--- src/rtl/coh_noc_pkg.sv ---
// Shared XP mesh definitions used by route compute and the switch allocator.
package coh_noc_pkg;

    typedef enum logic [2:0] {
        PORT_NORTH = 3'd0,
        PORT_SOUTH = 3'd1,
        PORT_EAST  = 3'd2,
        PORT_WEST  = 3'd3,
        PORT_LOCAL = 3'd4
    } port_e;

    localparam int unsigned XP_NUM_PORTS    = 5;
    localparam int unsigned XP_CREDIT_DEPTH = 4;

endpackage

--- src/rtl/xp_rr_arbiter.sv ---
// N-way round-robin arbiter: first request at or above the pointer wins, pointer
// moves past the winner on a grant.
module xp_rr_arbiter #(
    parameter int unsigned N  = 5,
    localparam int unsigned IW = (N > 1) ? $clog2(N) : 1
) (
    input  logic          clk,
    input  logic          rst,
    input  logic [N-1:0]  req,
    output logic [N-1:0]  gnt,
    output logic [IW-1:0] idx,
    output logic          vld
);

    logic [IW-1:0] ptr_q, ptr_d;
    logic [IW:0]   sum;
    logic [IW-1:0] cand;

    always_comb begin
        gnt  = '0;
        idx  = '0;
        vld  = 1'b0;
        sum  = '0;
        cand = '0;
        for (int unsigned k = 0; k < N; k++) begin
            // search ptr, ptr+1, ... wrapping modulo N
            sum = {1'b0, ptr_q} + (IW+1)'(k);
            if (sum >= (IW+1)'(N)) begin
                sum = sum - (IW+1)'(N);
            end
            cand = sum[IW-1:0];
            if (!vld && req[cand]) begin
                vld       = 1'b1;
                gnt[cand] = 1'b1;
                idx       = cand;
            end
        end
    end

    always_comb begin
        ptr_d = ptr_q;
        if (vld) begin
            ptr_d = (idx == IW'(N - 1)) ? '0 : idx + 1'b1;
        end
    end

    always_ff @(posedge clk) begin
        if (rst) begin
            ptr_q <= '0;
        end else begin
            ptr_q <= ptr_d;
        end
    end

endmodule

--- src/rtl/xp_switch_alloc.sv ---
// XP router switch allocator: per-output round-robin with registered grants/selects.
// Define XP_SWALLOC_CREDIT_EN to build downstream credit counters and err_credit_ovf.
module xp_switch_alloc
    import coh_noc_pkg::*;
#(
    parameter int unsigned NUM_PORTS    = XP_NUM_PORTS,
    parameter int unsigned CREDIT_DEPTH = XP_CREDIT_DEPTH
) (
    input  logic                      clk,
    input  logic                      rst,
    input  logic [NUM_PORTS-1:0]      req_valid,
    input  logic [NUM_PORTS-1:0][2:0] req_port,
    input  logic [NUM_PORTS-1:0]      credit_return,
    output logic [NUM_PORTS-1:0]      grant,
    output logic [NUM_PORTS-1:0]      out_valid,
    output logic [NUM_PORTS-1:0][2:0] xbar_sel,
    output logic                      err_bad_port,
    output logic                      err_credit_ovf
);

    localparam int unsigned PW = (NUM_PORTS > 1) ? $clog2(NUM_PORTS) : 1;

    logic [NUM_PORTS-1:0]                grant_q, grant_d;
    logic [NUM_PORTS-1:0]                out_valid_q, out_valid_d;
    logic [NUM_PORTS-1:0][2:0]           sel_q, sel_d;
    logic                                bad_q, bad_d;
    logic [NUM_PORTS-1:0]                credit_ok;
    logic [NUM_PORTS-1:0][NUM_PORTS-1:0] elig;     // [output][input]
    logic [NUM_PORTS-1:0][NUM_PORTS-1:0] arb_gnt;  // [output][input]
    logic [NUM_PORTS-1:0][PW-1:0]        arb_idx;
    logic [NUM_PORTS-1:0]                arb_vld;

    // The registered grant masks an input while it retires the granted flit.
    always_comb begin
        elig = '0;
        for (int unsigned o = 0; o < NUM_PORTS; o++) begin
            for (int unsigned i = 0; i < NUM_PORTS; i++) begin
                elig[o][i] = req_valid[i] && (32'(req_port[i]) == o) &&
                             !grant_q[i] && credit_ok[o];
            end
        end
    end

    for (genvar o = 0; o < NUM_PORTS; o++) begin : g_arb
        xp_rr_arbiter #(.N(NUM_PORTS)) u_arb (
            .clk (clk),
            .rst (rst),
            .req (elig[o]),
            .gnt (arb_gnt[o]),
            .idx (arb_idx[o]),
            .vld (arb_vld[o])
        );
    end

    always_comb begin
        grant_d     = '0;
        out_valid_d = arb_vld;
        sel_d       = sel_q;
        bad_d       = bad_q;
        for (int unsigned o = 0; o < NUM_PORTS; o++) begin
            grant_d = grant_d | arb_gnt[o];
            if (arb_vld[o]) begin
                sel_d[o] = 3'(arb_idx[o]);
            end
        end
        for (int unsigned i = 0; i < NUM_PORTS; i++) begin
            if (req_valid[i] && (32'(req_port[i]) >= NUM_PORTS)) begin
                bad_d = 1'b1;
            end
        end
    end

    always_ff @(posedge clk) begin
        if (rst) begin
            grant_q     <= '0;
            out_valid_q <= '0;
            sel_q       <= '0;
            bad_q       <= 1'b0;
        end else begin
            grant_q     <= grant_d;
            out_valid_q <= out_valid_d;
            sel_q       <= sel_d;
            bad_q       <= bad_d;
        end
    end

`ifdef XP_SWALLOC_CREDIT_EN
    localparam int unsigned CW = $clog2(CREDIT_DEPTH + 1);

    logic [NUM_PORTS-1:0][CW-1:0] credit_q, credit_d;
    logic                         ovf_q, ovf_d;

    always_comb begin
        credit_ok = '0;
        for (int unsigned o = 0; o < NUM_PORTS; o++) begin
            credit_ok[o] = (credit_q[o] != '0);
        end
    end

    // A grant and a return in the same cycle cancel out.
    always_comb begin
        credit_d = credit_q;
        ovf_d    = ovf_q;
        for (int unsigned o = 0; o < NUM_PORTS; o++) begin
            if (arb_vld[o] && !credit_return[o]) begin
                credit_d[o] = credit_q[o] - 1'b1;
            end else if (!arb_vld[o] && credit_return[o]) begin
                if (credit_q[o] == CW'(CREDIT_DEPTH)) begin
                    ovf_d = 1'b1;
                end else begin
                    credit_d[o] = credit_q[o] + 1'b1;
                end
            end
        end
    end

    always_ff @(posedge clk) begin
        if (rst) begin
            for (int unsigned o = 0; o < NUM_PORTS; o++) begin
                credit_q[o] <= CW'(CREDIT_DEPTH);
            end
            ovf_q <= 1'b0;
        end else begin
            credit_q <= credit_d;
            ovf_q    <= ovf_d;
        end
    end

    assign err_credit_ovf = ovf_q;
`else
    logic credit_return_unused;

    assign credit_return_unused = ^credit_return;
    assign credit_ok            = '1;
    assign err_credit_ovf       = 1'b0;
`endif

    assign grant        = grant_q;
    assign out_valid    = out_valid_q;
    assign xbar_sel     = sel_q;
    assign err_bad_port = bad_q;

endmodule

--- config.mk ---
export PLATFORM = sky130hd
export DESIGN_NAME = xp_switch_alloc
export DESIGN_NICKNAME = d
export VERILOG_FILES = /design/src/rtl/coh_noc_pkg.sv /design/src/rtl/xp_rr_arbiter.sv /design/src/rtl/xp_switch_alloc.sv
export SDC_FILE = /design/constraint.sdc
export NUM_CORES = 1
export LEC_CHECK = 0
export BUFFER_PORTS_ARGS = -buffer_cell sky130_fd_sc_hd__buf_2
export CAP_MARGIN = 10
export CORE_ASPECT_RATIO = 0.5
export CORE_MARGIN = 10
export CORE_UTILIZATION = 55
export CTS_CLUSTER_SIZE = 10
export DETAILED_ROUTE_END_ITERATION = 7
export GPL_ROUTABILITY_DRIVEN = 0
export HOLD_SLACK_MARGIN = 0.02
export PLACE_DENSITY = 0.73
export SETUP_SLACK_MARGIN = 0.05
export SLEW_MARGIN = 20
export SYNTH_ARGS = -nofsm -noshare
export SYNTH_HDL_FRONTEND = slang
export SYNTH_HIERARCHICAL = 1
export SYNTH_SLANG_ARGS = --single-unit
--- constraint.sdc ---
create_clock -name clk -period 7.6 [get_ports clk]
set_clock_uncertainty 0.1 [all_clocks]
set_input_delay 1.14 -clock clk [delete_from_list [all_inputs] [get_ports clk]]
set_output_delay 1.14 -clock clk [all_outputs]
set_load 0.01 [all_outputs]
==> results of run 1 <==
[cell usage after synthesis, drive strengths merged (21+ instances only)]
cell type  instances  share of area
o211ai            31          0.028
nor2b             23          0.017
a211oi            23          0.022
inv               56          0.025
xnor2             31          0.032
dfxtp             41          0.097
mux2i             57          0.069
nor4              24          0.023
nand2             97          0.043
ha                44          0.065
o21ai             48          0.028
nand2b            23          0.017
or2               21          0.016
buf               37          0.029
a31oi             28          0.024
a21oi             49          0.029
nor3              43          0.026
nand3             48          0.028
nor2             128          0.057
o31ai             25          0.030
[flip-flops by register name (all words and copies together) (netlist names)]
| register | flops |
|---|---|
| g_arb.u_arb/ptr_q | 15 |
| xbar_sel | 15 |
| grant | 5 |
| out_valid | 5 |
| err_bad_port | 1 |
[how the worst max path moves through the flow]
| stage | start | to | slack [ns] | cells past startpoint |
|---|---|---|---|---|
| final | g_arb[1].u_arb/ptr_q[0]$_SDFFE_PP0P_ | grant[0]$_SDFF_PP0_ | 2.47 | 13 |
| after global routing | g_arb[0].u_arb/ptr_q[0]$_SDFFE_PP0P_ | grant[2]$_SDFF_PP0_ | 2.23 | 11 |
| after floorplan | req_port[11] | grant[2]$_SDFF_PP0_ | 3.54 | 13 |
| after CTS | g_arb[0].u_arb/ptr_q[0]$_SDFFE_PP0P_ | grant[2]$_SDFF_PP0_ | 2.56 | 11 |
| after detailed placement | g_arb[0].u_arb/ptr_q[0]$_SDFFE_PP0P_ | grant[2]$_SDFF_PP0_ | 2.59 | 11 |
| after global placement | req_port[8] | grant[2]$_SDFF_PP0_ | 2.75 | 10 |
[power groups by stage]
| stage | sequential [µW] | combinational [µW] | clock, µW |
|---|---|---|---|
| 2_1_floorplan | 391 | 2980 | 0 |
| 4_1_cts | 459 | 3680 | 283 |
| 3_5_place_dp | 463 | 3660 | 0 |
| 5_1_grt | 479 | 4110 | 294 |
| 3_3_place_gp | 457 | 3570 | 0 |
| 6_report | 463 | 3800 | 280 |
[final cells by class]
class,instances,share of cell area
Sequential cell,41,0.0926
Clock inverter,3,0.00776
Inverter,61,0.0258
Clock buffer,5,0.0141
Tap cell,198,0.0280
Timing Repair Buffer,49,0.0282
Multi-Input combinational cell,1018,0.804
[worst register-to-register path, delay by kind of cell (launching register included)]
| family | cells | cell delay, ns |
|---|---|---|
| adder cells (fa/ha/maj) | 1 | 0.81 |
| buffers and inverters | 2 | 0.83 |
| flip-flops | 1 | 0.86 |
| AND/OR/NAND/NOR | 5 | 1.06 |
| AO/OA/AOI/OAI | 5 | 1.33 |
[cells by family (layout without fill, tap and decap cells)]
kind of cell / count (synthesis) / after routing / share of synthesized area
adder cells (fa/ha/maj): 49 / 49 / 0.0770
flip-flops: 41 / 41 / 0.0972
other: 1 / 1 / 0.000444
buffers and inverters: 107 / 118 / 0.0597
AO/OA/AOI/OAI: 332 / 332 / 0.294
multiplexers: 69 / 69 / 0.0920
XOR/XNOR: 36 / 36 / 0.0373
AND/OR/NAND/NOR: 531 / 531 / 0.342
[metrics by stage]
stage                     instances  hold WS [ns]  total power, µW  instance area [µm²]  setup slack, ns
after global routing           1375         0.415             4880                 8860             2.23
after floorplan                1166         0.431             3370                 8450             3.54
after global placement         1367         0.372             4030                 8670             2.75
after CTS                      1375         0.394             4420                 8860             2.56
final                          1375         0.390             4550                 8860             2.47
after detailed placement       1367         0.380             4120                 8670             2.59
[routing by layer]
| metal | routed length [µm] | global-route usage | vias up |
|---|---|---|---|
| met4 | 586 | 0.0618 | 0 |
| met2 | 12700 | 0.412 | 527 |
| met1 | 11600 | 0.321 | 4504 |
| met3 | 2340 | 0.0261 | 81 |
| met5 | 0 | 0 | - |
| li1 | - | - | 4464 |
==> results.ini, run 1 <==
[logic_synthesis]
syn_area_um2 = 8450
syn_inst = 1166
yosys_warnings = 6
async_flop_share = 0
synth_fp_nets = 1242
ys_ff_latch = 41
seq_area_frac_synth = 0.0972
synthFlopType = dfxtp_1
postSynthAreaPerCell_um2 = 7.24
synth_edf_count = 0
synth_cell_types = 84

[clock_tree]
cts-root-buf = clkbuf_16
clk_latency_ns = 0.29
numCtsBuffers = 5
htree_num_levels = 2
clkSinkCount = 41
postCtsSetupBuffers = 0
hold_buffers = 0
path_clk_slew_ns = 0.06
ctsResizeCount = 0
cts_tree = built
clockBufferDepth = 2

[hold_path]
min_to = xbar_sel[14]$_SDFFE_PP0P_
hold_depth = 2
min_from = xbar_sel[14]$_SDFFE_PP0P_
hold_class = flip-flop to flip-flop

[setup_path]
slowest_delay_ns = 0.86
crit_path_end_kind = flip-flop
reg2reg_slack_ns = 2.47
cp_num_buf_inv = 2
crit_path_top_delay_cell = dfxtp_1
r2r-end = grant[0]$_SDFF_PP0_
worstPathCellList = clkinv_1 > ha_1 > inv_1 > o221ai_1 > a31oi_1 > o221ai_2 > or3_4 > nor3_1 > and3_1 > a211oi_1 > nand3_1 > nor3_1 > a21oi_1
critical_path_class = flip-flop to flip-flop
r2r_start = g_arb[1].u_arb/ptr_q[0]$_SDFFE_PP0P_
start_kind = flip-flop
crit_top_cell = nor3_1
cpLargestDelayFamily = compound AO/OA/AOI/OAI gates
required_ns = 7.63
crit_arrival_ns = 5.16
r2r.worst_path.cells = 13
cp_max_fo = 19

[routing]
postRouteAntennaNets = 0
drt-total-wl_um = 27200
vias = 9576
via_per_inst = 6.96
post_drt_wl_per_cell_um = 19.8
drc_errors = 0
dr.pass1.iters = 6
first_iter_violations = 1144

[floorplanning]
boundaryPins = 54
fp.dieW_um = 195
std_cell_rows = 31
start_util = 0.573
die_area_um2 = 21000
die_h_um = 108
core_area_um2 = 14700

[global_routing]
grtUsageTotal = 0.242
grt_pass1_vias = 8550
antenna_found_initial = 0
grt_pass1_wl_um = 43500
grt_max_degree = 51
grt-ovfl-total = 0

[timing]
setup-violations-final = 0
period_minus_slack_ns = 5.13
drv_slew = 0
hold_viol = 0
timing.final.crit_share = 0.675
rsz0062_at_grt = false
fmax_mhz = 195
tns_ns = 0
slew_headroom = 0.227
tightest_slew_ns = 1.15

[finish]
antenna_cells = 0
fill_cells = 1355
layout_common_cells = nor2_1, nand2_1, inv_1, mux2i_1, a21oi_1
seq_area_um2 = 821
final_common_cell = nor2_1
nets = 1252
fin_util = 0.601
layout-drive-gt1-share = 0.127
syn_to_final_growth_pct = 4.93
multi_input_area_um2 = 7120

[power_and_ir_drop]
p_int_uw = 1910
seq_power_share = 0.102
swShare = 0.581
combPwrFrac = 0.837
p_per_area_nw_per_um2 = 513
p_leak_uw = 0.00346
peakVddDrop_mv = 0.166
clkPwrFrac = 0.062
p_switching_uw = 2640

[placed_design]
port_buffers = 47
dpl.hpwl_um = 20800

[flow_run]
drv_cap = 0

[run_status]
outcome = completed

Note: power is estimated with default switching activity, not from simulation.
==> run 2: changes to the inputs <==
==> constraint.sdc (replaced) <==
create_clock -name clk -period 5.2 [get_ports clk]
set_clock_uncertainty 0.1 [all_clocks]
set_input_delay 0.78 -clock clk [delete_from_list [all_inputs] [get_ports clk]]
set_output_delay 0.78 -clock clk [all_outputs]
set_load 0.01 [all_outputs]
==> results.ini, run 2 (synthesis results as in run 1) <==
[power_and_ir_drop]
p_switching_uw = 3840  ; was 2640 µW
p_int_uw = 2810  ; was 1910 µW
swShare = 0.577  ; was 0.581
p_per_area_nw_per_um2 = 740  ; was 513 nW/µm²
peakVddDrop_mv = 0.288  ; was 0.166 mV
p_leak_uw = 0.00355  ; was 0.00346 µW
seq_power_share = 0.086  ; was 0.102
finalPower_uw = 6650  ; was 4550 µW
clkPwrFrac = 0.062  ; about the same
combPwrFrac = 0.853  ; was 0.837

[global_routing]
antenna_found_initial = 2  ; was 0
grt_pass1_wl_um = 42800  ; was 43500 µm
grt_pass1_vias = 8480  ; was 8550
grtUsageTotal = 0.239  ; was 0.242
grt_max_degree = 51  ; unchanged
grt-ovfl-total = 0  ; unchanged

[routing]
dr.pass1.iters = 6  ; unchanged
postRouteAntennaNets = 0  ; unchanged
drt-total-wl_um = 26600  ; was 27200 µm
drc_errors = 0  ; unchanged
vias = 9593  ; was 9576
via_per_inst = 6.89  ; was 6.96
post_drt_wl_per_cell_um = 19.1  ; was 19.8 µm
first_iter_violations = 1140  ; was 1144

[hold_path]
min_to = xbar_sel[12]$_SDFFE_PP0P_  ; was xbar_sel[14]$_SDFFE_PP0P_
hold_class = flip-flop to flip-flop  ; unchanged
min_from = xbar_sel[12]$_SDFFE_PP0P_  ; was xbar_sel[14]$_SDFFE_PP0P_
hold_depth = 2  ; unchanged

[clock_tree]
path_clk_slew_ns = 0.06  ; about the same
ctsResizeCount = 0  ; unchanged
clk_latency_ns = 0.29  ; about the same
htree_num_levels = 2  ; unchanged
cts_tree = built  ; unchanged
clockBufferDepth = 2  ; unchanged
postCtsSetupBuffers = 0  ; unchanged
hold_buffers = 0  ; unchanged
clkSinkCount = 41  ; unchanged
cts-root-buf = clkbuf_16  ; unchanged
numCtsBuffers = 5  ; unchanged

[setup_path]
crit_path_end_kind = flip-flop  ; unchanged
cp_max_fo = 19  ; unchanged
cpLargestDelayFamily = simple AND/OR/NAND/NOR gates  ; was compound AO/OA/AOI/OAI gates
worstPathCellList = buf_4 > clkinv_1 > ha_1 > inv_1 > xnor2_1 > mux2i_1 > o22ai_1 > or3b_2 > or3_1 > o311ai_0 > nor3_1 > a21oi_1  ; was clkinv_1 > ha_1 > inv_1 > o221ai_1 > a31oi_1 > o221ai_2 > or3_4 > nor3_1 > and3_1 > a211oi_1 > nand3_1 > nor3_1 > a21oi_1
cp_num_buf_inv = 3  ; was 2
start_kind = flip-flop  ; unchanged
reg2reg_slack_ns = 0.78  ; was 2.47 ns
r2r-end = grant[2]$_SDFF_PP0_  ; was grant[0]$_SDFF_PP0_
r2r_start = g_arb[2].u_arb/ptr_q[0]$_SDFFE_PP0P_  ; was g_arb[1].u_arb/ptr_q[0]$_SDFFE_PP0P_
slowest_delay_ns = 0.71  ; was 0.86 ns
r2r.worst_path.cells = 12  ; was 13
required_ns = 5.31  ; was 7.63 ns
crit_path_start = g_arb[2].u_arb/ptr_q[0]$_SDFFE_PP0P_  ; was g_arb[1].u_arb/ptr_q[0]$_SDFFE_PP0P_
crit_path_top_delay_cell = ha_1  ; was dfxtp_1
critical_path_class = flip-flop to flip-flop  ; unchanged
crit_arrival_ns = 4.53  ; was 5.16 ns

[timing]
timing.final.crit_share = 0.850  ; was 0.675
tns_ns = 0  ; unchanged
rsz0062_at_grt = false  ; unchanged
hold_viol = 0  ; unchanged
slew_headroom = 0.397  ; was 0.227
tightest_slew_ns = 0.904  ; was 1.15 ns
layout_setup_ws_ns = 0.777  ; was 2.47 ns
drv_slew = 0  ; unchanged
period_minus_slack_ns = 4.42  ; was 5.13 ns
fmax_mhz = 226  ; was 195 MHz
setup-violations-final = 0  ; unchanged

[flow_run]
drv_cap = 0  ; unchanged

[floorplanning]
die_area_um2 = 21000  ; unchanged
start_util = 0.573  ; unchanged
boundaryPins = 54  ; unchanged
core_area_um2 = 14700  ; unchanged
fp.dieW_um = 195  ; unchanged
die_h_um = 108  ; unchanged
std_cell_rows = 31  ; unchanged

[finish]
nets = 1268  ; was 1252
fill_cells = 1356  ; was 1355
multi_input_area_um2 = 7120  ; unchanged
syn_to_final_growth_pct = 6.38  ; was 4.93%
final_common_cell = nor2_1  ; unchanged
fin_util = 0.610  ; was 0.601
layout-drive-gt1-share = 0.138  ; was 0.127
finalInstanceArea_um2 = 8990  ; was 8860 µm²
seq_area_um2 = 821  ; unchanged
layout_common_cells = nor2_1, nand2_1, inv_1, mux2i_1, a21oi_1  ; unchanged

[placed_design]
dpl.hpwl_um = 20700  ; was 20800 µm
place_ws_ns = 0.859  ; was 2.59 ns
port_buffers = 47  ; unchanged
placed_area_um2 = 8790  ; was 8670 µm²

[run_status]
outcome = completed  ; unchanged

[run 2: cell count changes in the layout (fill, tap and decap cells not counted), sizes merged]
cell / change
diode: +1
buf: +16
[run 2: layout make-up]
| type | instances | area share |
|---|---|---|
| Clock buffer | 5 | 0.0139 |
| Clock inverter | 3 | 0.00766 |
| Antenna cell | 1 | 0.000278 |
| Multi-Input combinational cell | 1018 | 0.793 |
| Sequential cell | 41 | 0.0913 |
| Timing Repair Buffer | 65 | 0.0412 |
| Inverter | 61 | 0.0255 |
| Tap cell | 198 | 0.0276 |
[run 2: stage by stage]
stage | cells | hold slack [ns]
floorplan | 1166 | 0.431
global placement | 1383 | 0.371
detailed placement | 1383 | 0.381
CTS | 1391 | 0.396
global route | 1392 | 0.422
finish | 1392 | 0.392
[run 2: metal layers]
metal / track usage / wire length, µm / vias to the layer above
met4: 0.0802 / 751 / 2
met1: 0.310 / 11300 / 4487
li1: - / - / 4498
met3: 0.0358 / 2400 / 82
met2: 0.397 / 12100 / 524
met5: 0 / 22 / -
[run 2: tightest hold or removal path: cells and delay by family (launching register included)]
kind | cells | cell delay (ns)
simple gates | 1 | 0.08
flops | 1 | 0.32
mux | 1 | 0.06
[run 2: worst max-delay path by stage]
stage | endpoint | slack (ns) | cells after the start
floorplan | grant[2]$_SDFF_PP0_ | 1.50 | 13
global placement | grant[2]$_SDFF_PP0_ | 0.90 | 12
detailed placement | grant[2]$_SDFF_PP0_ | 0.86 | 12
CTS | grant[2]$_SDFF_PP0_ | 0.87 | 12
global route | grant[2]$_SDFF_PP0_ | 0.48 | 12
finish | grant[2]$_SDFF_PP0_ | 0.78 | 12
[run 2: power by group through the flow]
| stage | combinational, µW | clock, µW | sequential (µW) |
|---|---|---|---|
| 6_report | 5670 | 412 | 569 |
| 5_1_grt | 6150 | 431 | 586 |
| 4_1_cts | 5500 | 418 | 565 |
| 3_5_place_dp | 5470 | 0 | 571 |
| 3_3_place_gp | 5350 | 0 | 568 |
| 2_1_floorplan | 4350 | 0 | 571 |
